[config.mk]
export PLATFORM = sky130hd
export DESIGN_NAME = logic_gate_tester_flat
export DESIGN_NICKNAME = d
export VERILOG_FILES = /design/src/rtl/logic_gate_pkg.sv /design/src/rtl/logic_gate_tester_if.sv /design/src/rtl/gate_golden_model.sv /design/src/rtl/logic_gate_tester.sv /design/src/flat_wrapper.sv
export SDC_FILE = /design/constraint.sdc
export NUM_CORES = 1
export LEC_CHECK = 0
export ABC_AREA = 1
export CORE_ASPECT_RATIO = 0.9
export CORE_MARGIN = 8
export CORE_UTILIZATION = 40
export CTS_BUF_LIST = sky130_fd_sc_hd__clkbuf_8 sky130_fd_sc_hd__clkbuf_16
export DETAILED_ROUTE_END_ITERATION = 6
export SKIP_LAST_GASP = 1
export SYNTH_ARGS = -nofsm -noshare
export SYNTH_HDL_FRONTEND = slang
export SYNTH_SLANG_ARGS = --single-unit
[constraint.sdc]
create_clock -name clk -period 4.3 [get_ports clk]
set_input_delay 0.86 -clock clk [delete_from_list [all_inputs] [get_ports clk]]
set_output_delay 0.86 -clock clk [all_outputs]
set_load 0.01 [all_outputs]
[src/rtl/logic_gate_pkg.sv]
// Shared types and constants for the logic gate truth-table tester.
// Gate indices follow the bit order of the gate block's 7-bit output bus.
package logic_gate_pkg;

    localparam int NUM_GATES   = 7;
    localparam int NUM_VECTORS = 4;

    localparam int GATE_AND  = 0;
    localparam int GATE_OR   = 1;
    localparam int GATE_NOTA = 2;
    localparam int GATE_NAND = 3;
    localparam int GATE_NOR  = 4;
    localparam int GATE_XOR  = 5;
    localparam int GATE_XNOR = 6;

    typedef enum logic [2:0] {
        S_IDLE,
        S_APPLY,
        S_SETTLE,
        S_CHECK,
        S_DONE
    } state_t;

endpackage

[src/rtl/logic_gate_tester_if.sv]
// Control, result and gate-block signals of the tester.
// master: tester side (drives a/b and results); slave: lab top / bench side.
interface logic_gate_tester_if;
    import logic_gate_pkg::*;

    logic                 start;
    logic                 abort;
    logic                 a_drv;
    logic                 b_drv;
    logic [NUM_GATES-1:0] gate_out;
    logic                 busy;
    logic                 done;
    logic                 pass;
    logic [NUM_GATES-1:0] fail_mask;
    logic [2:0]           err_count;
    logic [1:0]           first_fail_vec;
    logic                 first_fail_valid;

    modport master (
        input  start, abort, gate_out,
        output a_drv, b_drv, busy, done, pass,
        output fail_mask, err_count,
        output first_fail_vec, first_fail_valid
    );

    modport slave (
        output start, abort, gate_out,
        input  a_drv, b_drv, busy, done, pass,
        input  fail_mask, err_count,
        input  first_fail_vec, first_fail_valid
    );

endinterface

[src/rtl/gate_golden_model.sv]
// Combinational golden model of the two-input gate block.
// Ports: i_vec = {a,b}; o_expected = gate outputs in gate_out bit order.
module gate_golden_model
    import logic_gate_pkg::*;
(
    input  logic [1:0]           i_vec,
    output logic [NUM_GATES-1:0] o_expected
);

    logic w_a;
    logic w_b;

    assign w_a = i_vec[1];
    assign w_b = i_vec[0];

    always_comb begin
        o_expected            = '0;
        o_expected[GATE_AND]  = w_a & w_b;
        o_expected[GATE_OR]   = w_a | w_b;
        o_expected[GATE_NOTA] = ~w_a;
        o_expected[GATE_NAND] = ~(w_a & w_b);
        o_expected[GATE_NOR]  = ~(w_a | w_b);
        o_expected[GATE_XOR]  = w_a ^ w_b;
        o_expected[GATE_XNOR] = ~(w_a ^ w_b);
    end

endmodule

[src/rtl/logic_gate_tester.sv]
// Truth-table sequencer: steps {a,b} through 00..11, settles, compares.
// Ports: clk, rst (async high); bus = tester side of logic_gate_tester_if.
module logic_gate_tester
    import logic_gate_pkg::*;
#(
    parameter int                   SETTLE_CYCLES = 2,
    parameter logic [NUM_GATES-1:0] CHECK_MASK    = 7'h7F
) (
    input  logic                clk,
    input  logic                rst,
    logic_gate_tester_if.master bus
);

    localparam logic [3:0] SETTLE_LOAD = 4'(SETTLE_CYCLES - 1);

    state_t               r_state;
    logic [1:0]           r_vec;
    logic [3:0]           r_settle;
    logic                 r_busy;
    logic                 r_done;
    logic                 r_pass;
    logic [NUM_GATES-1:0] r_fail_mask;
    logic [2:0]           r_err_count;
    logic [1:0]           r_ff_vec;
    logic                 r_ff_valid;

    logic [NUM_GATES-1:0] w_expected;
    logic [NUM_GATES-1:0] w_mism;
    logic                 w_abort;

    gate_golden_model u_golden (
        .i_vec      (r_vec),
        .o_expected (w_expected)
    );

    assign w_mism  = (bus.gate_out ^ w_expected) & CHECK_MASK;
    assign w_abort = bus.abort &&
                     (r_state inside {S_APPLY, S_SETTLE, S_CHECK});

    always_ff @(posedge clk or posedge rst) begin
        if (rst) begin
            r_state     <= S_IDLE;
            r_vec       <= '0;
            r_settle    <= '0;
            r_busy      <= 1'b0;
            r_done      <= 1'b0;
            r_pass      <= 1'b0;
            r_fail_mask <= '0;
            r_err_count <= '0;
            r_ff_vec    <= '0;
            r_ff_valid  <= 1'b0;
        end else begin
            r_done <= 1'b0;
            // Abort wins over the CHECK update; partial results are kept.
            if (w_abort) begin
                r_state <= S_IDLE;
                r_vec   <= '0;
                r_pass  <= 1'b0;
                r_busy  <= 1'b0;
            end else begin
                unique case (r_state)
                    S_IDLE: begin
                        if (bus.start) begin
                            r_fail_mask <= '0;
                            r_err_count <= '0;
                            r_ff_valid  <= 1'b0;
                            r_pass      <= 1'b0;
                            r_vec       <= '0;
                            r_busy      <= 1'b1;
                            r_state     <= S_APPLY;
                        end
                    end
                    S_APPLY: begin
                        r_settle <= SETTLE_LOAD;
                        r_state  <= S_SETTLE;
                    end
                    S_SETTLE: begin
                        if (r_settle == 4'd0) begin
                            r_state <= S_CHECK;
                        end else begin
                            r_settle <= r_settle - 4'd1;
                        end
                    end
                    S_CHECK: begin
                        r_fail_mask <= r_fail_mask | w_mism;
                        if (w_mism != '0) begin
                            r_err_count <= r_err_count + 3'd1;
                            if (!r_ff_valid) begin
                                r_ff_vec   <= r_vec;
                                r_ff_valid <= 1'b1;
                            end
                        end
                        if (r_vec == 2'd3) begin
                            // Pass is decided on the mask including this check.
                            r_pass  <= ((r_fail_mask | w_mism) == '0);
                            r_done  <= 1'b1;
                            r_state <= S_DONE;
                        end else begin
                            r_vec   <= r_vec + 2'd1;
                            r_state <= S_APPLY;
                        end
                    end
                    S_DONE: begin
                        r_vec   <= '0;
                        r_busy  <= 1'b0;
                        r_state <= S_IDLE;
                    end
                    default: begin
                        r_busy  <= 1'b0;
                        r_state <= S_IDLE;
                    end
                endcase
            end
        end
    end

    assign bus.a_drv            = r_vec[1];
    assign bus.b_drv            = r_vec[0];
    assign bus.busy             = r_busy;
    assign bus.done             = r_done;
    assign bus.pass             = r_pass;
    assign bus.fail_mask        = r_fail_mask;
    assign bus.err_count        = r_err_count;
    assign bus.first_fail_vec   = r_ff_vec;
    assign bus.first_fail_valid = r_ff_valid;

endmodule
[src/flat_wrapper.sv]
// flat-port wrapper written by rule: the top's interface ports become plain ports
module logic_gate_tester_flat import logic_gate_pkg::*;
#(
    parameter int                   SETTLE_CYCLES = 2,
    parameter logic [NUM_GATES-1:0] CHECK_MASK    = 7'h7F
)
  (clk, rst, bus_start, bus_abort, bus_gate_out, bus_a_drv, bus_b_drv, bus_busy, bus_done, bus_pass, bus_fail_mask, bus_err_count, bus_first_fail_vec, bus_first_fail_valid);
  logic_gate_tester_if bus_i ();
  input  logic clk;
  input  logic rst;
  input wire logic [$bits(bus_i.start)-1:0] bus_start;
  input wire logic [$bits(bus_i.abort)-1:0] bus_abort;
  input wire logic [$bits(bus_i.gate_out)-1:0] bus_gate_out;
  output wire logic [$bits(bus_i.a_drv)-1:0] bus_a_drv;
  output wire logic [$bits(bus_i.b_drv)-1:0] bus_b_drv;
  output wire logic [$bits(bus_i.busy)-1:0] bus_busy;
  output wire logic [$bits(bus_i.done)-1:0] bus_done;
  output wire logic [$bits(bus_i.pass)-1:0] bus_pass;
  output wire logic [$bits(bus_i.fail_mask)-1:0] bus_fail_mask;
  output wire logic [$bits(bus_i.err_count)-1:0] bus_err_count;
  output wire logic [$bits(bus_i.first_fail_vec)-1:0] bus_first_fail_vec;
  output wire logic [$bits(bus_i.first_fail_valid)-1:0] bus_first_fail_valid;
  assign bus_i.start = bus_start;
  assign bus_i.abort = bus_abort;
  assign bus_i.gate_out = bus_gate_out;
  assign bus_a_drv = bus_i.a_drv;
  assign bus_b_drv = bus_i.b_drv;
  assign bus_busy = bus_i.busy;
  assign bus_done = bus_i.done;
  assign bus_pass = bus_i.pass;
  assign bus_fail_mask = bus_i.fail_mask;
  assign bus_err_count = bus_i.err_count;
  assign bus_first_fail_vec = bus_i.first_fail_vec;
  assign bus_first_fail_valid = bus_i.first_fail_valid;
  logic_gate_tester #(.SETTLE_CYCLES(SETTLE_CYCLES), .CHECK_MASK(CHECK_MASK)) u_core (.clk(clk), .rst(rst), .bus(bus_i));
endmodule
==> results.cfg, run 1 <==
[critical_path]
slowest_stage = clkdlybuf4s50_1
r2r_setup_slack_ns = 2.49
worstPathArrival_ns = 1.32
critPathKind = reg2out
cp_data_required_time_ns = 3.44
crit_family = buffers and inverters
crit_path_start_kind = flop
worstSetupEndpointType = primary output
critPathMaxStageDelay_ns = 0.58
path_buf_inv = 1
critPathMaxFanout = 6
cp_cell_sequence = clkdlybuf4s50_1

[clock_network]
clock_latency_ns = 0.27
cts_hold_buf = 0
root_buffer = clkbuf_8
cts.repair.resized = 0
cts_tree = done
htree_levels = 1
cts.sinks = 25
cts_setup_buffers = 0
clk_pin_slew_worst_paths_ns = 0.09
ctsLongestPathBuffers = 2
numCtsBuffers = 3

[power]
power_uw = 993.0
ir_worst_vdd_uv = 269.1
powerDensity_nw_per_um2 = 553.4
p_leak_nw = 0.9138

[timing]
max_freq_mhz = 459.6
tightestPinTransition_ns = 0.9382
min_period_ns = 2.176
slew_headroom = 0.3738
setup_viol = 0
fin_crit_sh = 0.5060
rsz0062_at_grt = no
final.setup.tns_ns = 0
slew_violations = 0
finalHoldViolCount = 0
finClkSkew_ns = 0.003554

[hold_path]
holdCritPathClass = reg2reg

[synthesis]
netlist_area_um2 = 1429
synth.distinct_cells = 19
synth-seq-area-share = 0.4378
synth_fp_nets = 212
synth_top_area_cell = dfrtp_1
synthCells = 196
syn_avg_cell_area_um2 = 7.290
synth_area_leaders = dfrtp_1 (44%), nand2_1 (17%), inv_1 (7.9%)
ys_warn_count = 0
synth_seq_cells = 25
synth_top_area_frac = 0.4378

[layout]
diodes = 0
drive_above_1_share = 0.05310
utilization = 0.5272
final_cell_area_um2 = 1794
fillers = 326
area_growth_pct = 25.57
fin_nets = 243

[global_route]
grt_pass1_vias = 1211
grtUsageMet1 = 0.1392
grt-busiest-layer = met2
grt_use_met2 = 0.1841
gr-total-overflow = 0
grt_max_degree = 26
grtUsageMet3 = 0.04187
track_usage = 0.1145
grt_pass1_wl_um = 5347
antenna_found_initial = 0

[outcome]
status = finished, final reports clean

[route]
dr.pass1.iters = 4
vias_per_cell = 4.715
drt_iter0_drc = 52
ant_nets = 0
drc_errors = 0
vias = 1273
wl_per_cell_um = 11.59
finalWirelength_um = 3130

[placement]
io_buffers = 28
placed_area_um2 = 1745
gp_congestion = 0.8217
hpwl_um = 2472

[floorplan]
ioPinCount = 29
fp-row-count = 20
die-area_um2 = 5743
dieHeight_um = 72.70
start_util = 0.4199
coreArea_um2 = 3403
die_w_um = 79

[run]
maxCapViolCount = 0
## cell usage after synthesis
cell,n
a21oi_1,2
buf_4,1
buf_6,1
dfrtp_1,25
ha_1,5
inv_1,30
inv_2,1
nand2_1,66
nand2_2,3
nand3_1,14
nand3b_1,4
nor2_1,17
nor2_2,3
nor2_4,1
o2111a_1,1
o211ai_1,1
o21ai_0,13
o21ai_1,5
xor2_1,3
## worst register-to-register path, cell delays in order, from the launching register on
cell and delay (ns):
dfrtp_1 0.44, inv_1 0.11, ha_1 0.36, inv_1 0.09, nand2_1 0.05, nand2_1 0.08, nand2_1 0.06, nor2_1 0.12
nand2_1 0.15, nand2_1 0.14, o21ai_0 0.09
## registers in the layout, summed over array words and instances (netlist names)
| register | cells |
|---|---|
| u_core.r_vec | 2 |
| u_core.r_settle | 4 |
| u_core.r_state | 3 |
| u_core.bus.busy | 1 |
| u_core.bus.first_fail_vec | 2 |
| u_core.bus.fail_mask | 7 |
| u_core.bus.err_count | 3 |
| u_core.bus.first_fail_valid | 1 |
| u_core.bus.done | 1 |
| u_core.bus.pass | 1 |
## final cells by class
class	instances	area, um2	area share
timing repair buffer	28	280.3	0.1562
tap	44	55.05	0.03068
clock inverter	1	7.507	0.004184
multi-input combinational	138	668.1	0.3724
clock buffer	3	41.29	0.02301
sequential	25	625.6	0.3487
inverter	31	116.4	0.06485
## cell families (layout without fill, tap and decap cells)
family,after synthesis,after routing,share of synthesized area
buffers and inverters,33,63,0.09457
flip-flops,25,25,0.4378
XOR/XNOR,3,3,0.01839
adder cells (fa/ha/maj),5,5,0.04378
AND/OR/NAND/NOR,108,108,0.3222
AO/OA/AOI/OAI,22,22,0.08318
## worst paths after layout
| path | from | end | depth (start not counted) |
|---|---|---|---|
| setup reg to reg | u_core.r_vec[0]$_DFFE_PP0P_ | u_core.bus.first_fail_vec[0]$_DFFE_PP0P_ | 10 |
| max in group asynchronous | rst | u_core.bus.fail_mask[2]$_DFFE_PP0P_ | 2 |
| min in group asynchronous | rst | u_core.r_settle[2]$_DFFE_PP0P_ | 2 |
| hold / removal | u_core.bus.pass$_DFFE_PP0P_ | u_core.bus.pass$_DFFE_PP0P_ | 2 |
| setup / recovery | u_core.r_vec[1]$_DFFE_PP0P_ | bus_a_drv | 1 |
| hold reg to reg | u_core.bus.pass$_DFFE_PP0P_ | u_core.bus.pass$_DFFE_PP0P_ | 2 |
## through the flow
step                      hold WS, ns  instances  setup WS [ns]
final                          0.4914        270          2.124
after global routing           0.5348        270          2.061
after CTS                      0.5029        270          2.107
after detailed placement       0.4807        266          1.962
after global placement         0.4653        266          2.015
after floorplan                0.5123        196          2.718
## where the power goes
part           switching [mW]  internal [mW]  total, mW
clock network          0.0778         0.0657      0.144
logic                   0.289          0.205      0.494
registers              0.0513          0.305      0.356
total                   0.418          0.575      0.993
## per-layer routing
layer	wire (um)	share of wire	vias up
met4	14	0.0045	0
met3	200	0.064	2
li1	-	-	664
met2	1436	0.46	31
met1	1480	0.47	576
met5	0	0	-
## placed cells by master, fill, tap and decap left out, types with 2 or more instances in the layout
cell type / Yosys / layout
nand2_1: 66 / 66
nor2_1: 17 / 17
nor2_2: 3 / 3
o21ai_1: 5 / 5
inv_1: 30 / 30
dfrtp_1: 25 / 25
o21ai_0: 13 / 13
a21oi_1: 2 / 2
nand3_1: 14 / 14
clkdlybuf4s50_1: 0 / 28
ha_1: 5 / 5
clkbuf_8: 0 / 3
nand3b_1: 4 / 4
xor2_1: 3 / 3
nand2_2: 3 / 3
No activity file was read; power rests on OpenSTA's default activity.
==> run 2: changes to the inputs <==
PLACE_DENSITY = 0.67   (was not set)
clock period = 1.9 ns   (was 4.3 ns; I/O delays follow)
==> results.cfg, run 2 (same netlist as run 1, synthesis figures left out) <==
[global_route]
grt_pass1_vias = 1180
grtUsageMet3 = 0.03941
antenna_found_initial = 0
grt_use_met2 = 0.1714
grt_max_degree = 26
gr-total-overflow = 0
grt_pass1_wl_um = 5333
grt-busiest-layer = met2
grtUsageMet1 = 0.1525
track_usage = 0.1155

[layout]
diodes = 0
drive_above_1_share = 0.08261
utilization = 0.5375
final_cell_mix = nand2_1 (65), inv_1 (30), clkdlybuf4s50_1 (28), dfrtp_1 (23), nor2_1 (17)
layoutNonFillerInstCount = 274
fillers = 342
area_growth_pct = 28.02
multi_input_area_um2 = 670.6
largest_reg_flops = 7
layout_commonest_cell = nand2_1
fin_nets = 247
seqCellArea_um2 = 628.1

[critical_path]
crit_path_start_kind = flop
worstPathArrival_ns = 1.92
critPathKind = reg2reg
cp_data_required_time_ns = 2.09
path_buf_inv = 2
cpMostUsedCell = nand2_1
slowest_stage = dfrtp_2
cp_cell_sequence = inv_1 -> ha_1 -> inv_1 -> nand2_1 -> nand2_1 -> nand2_1 -> nor2_1 -> nand2_2 -> nand2_1 -> nand2_1 -> o21ai_0
critPathMaxStageDelay_ns = 0.42
worstSetupEndpointType = flop
crit_family = simple AND/OR/NAND/NOR gates
critPathMaxFanout = 5

[outcome]
status = finished, final reports clean

[clock_network]
numCtsBuffers = 3
cts.sinks = 25
root_buffer = clkbuf_8
clk_pin_slew_worst_paths_ns = 0.09
cts_tree = done
ctsLongestPathBuffers = 2
cts_setup_buffers = 0
clock_latency_ns = 0.27
htree_levels = 1

[route]
finalWirelength_um = 3169
vias_per_cell = 4.650
dr.pass1.iters = 4
wl_per_cell_um = 11.57
ant_nets = 0
drc_errors = 0
drt_iter0_drc = 87
vias = 1274

[timing]
tightestPinTransition_ns = 0.3239
final.setup.tns_ns = 0
slew_violations = 0
fin_crit_sh = 0.9137
setup_viol = 0
rsz0062_at_grt = no
hold_ws_ns = 0.4476
finClkSkew_ns = 0.001617
slew_headroom = 0.7840
finalHoldViolCount = 0
min_period_ns = 1.736
max_freq_mhz = 576.0

[placement]
place_inst = 270
gp_congestion = 0.8577
io_buffers = 28
hpwl_um = 2462

[floorplan]
die_w_um = 79
ioPinCount = 29
dieHeight_um = 72.70
fp-row-count = 20
start_util = 0.4199
die-area_um2 = 5743
coreArea_um2 = 3403

[hold_path]
holdCritPathClass = in2async

[power]
powerDensity_nw_per_um2 = 1248
ir_worst_vdd_uv = 653.6
power_mw = 2.283
p_leak_nw = 0.9317

[run]
maxCapViolCount = 0
[run 2: per-layer routing]
metal | vias to the layer above | part of all wire
met2 | 19 | 0.45
li1 | 678 | -
met4 | 0 | 0.011
met5 | - | 0
met3 | 2 | 0.055
met1 | 575 | 0.49
[run 2: final timing paths]
| check | from | to | slack (ns) | cells after the start |
|---|---|---|---|---|
| setup / recovery | u_core.r_vec[0]$_DFFE_PP0P_ | u_core.bus.first_fail_vec[0]$_DFFE_PP0P_ | 0.16 | 11 |
| hold reg to reg | u_core.bus.pass$_DFFE_PP0P_ | u_core.bus.pass$_DFFE_PP0P_ | 0.50 | 2 |
| setup reg to reg | u_core.r_vec[0]$_DFFE_PP0P_ | u_core.bus.first_fail_vec[0]$_DFFE_PP0P_ | 0.16 | 11 |
| hold / removal | rst | u_core.r_settle[2]$_DFFE_PP0P_ | 0.45 | 3 |
| min in group clk | u_core.bus.pass$_DFFE_PP0P_ | u_core.bus.pass$_DFFE_PP0P_ | 0.50 | 2 |
| max in group asynchronous | rst | u_core.r_vec[0]$_DFFE_PP0P_ | 1.19 | 3 |
[run 2: layout make-up]
cell class,count,area share
inverter,31,0.06361
sequential,25,0.3434
tap,44,0.03010
clock buffer,3,0.02257
timing repair buffer,32,0.1696
multi-input combinational,138,0.3666
clock inverter,1,0.004104
[run 2: where the power goes]
group | leakage (nW) | switching (mW) | internal [mW]
clock network | 0.0217 | 0.173 | 0.149
registers | 0.335 | 0.115 | 0.691
logic | 0.575 | 0.652 | 0.504
[run 2: stage by stage]
step                cell area (um2)  setup slack, ns
global route                   1829          0.01186
CTS                            1824          0.08418
global placement               1775           0.1298
detailed placement             1775           0.1381
finish                         1829           0.1639
floorplan                      1429           0.3184
[run 2: repair_timing]
action	4_1_cts	5_1_grt
setup endpoints to repair	0	2
hold buffers	0	0
resized for setup	0	3
[run 2: worst register-to-register path: cells and delay by family, from the launching register on]
kind	cells	cell delay, ns
compound gates	1	0.08
fa+ha+maj	1	0.36
buf+inv	2	0.17
flops	1	0.42
simple gates	7	0.62
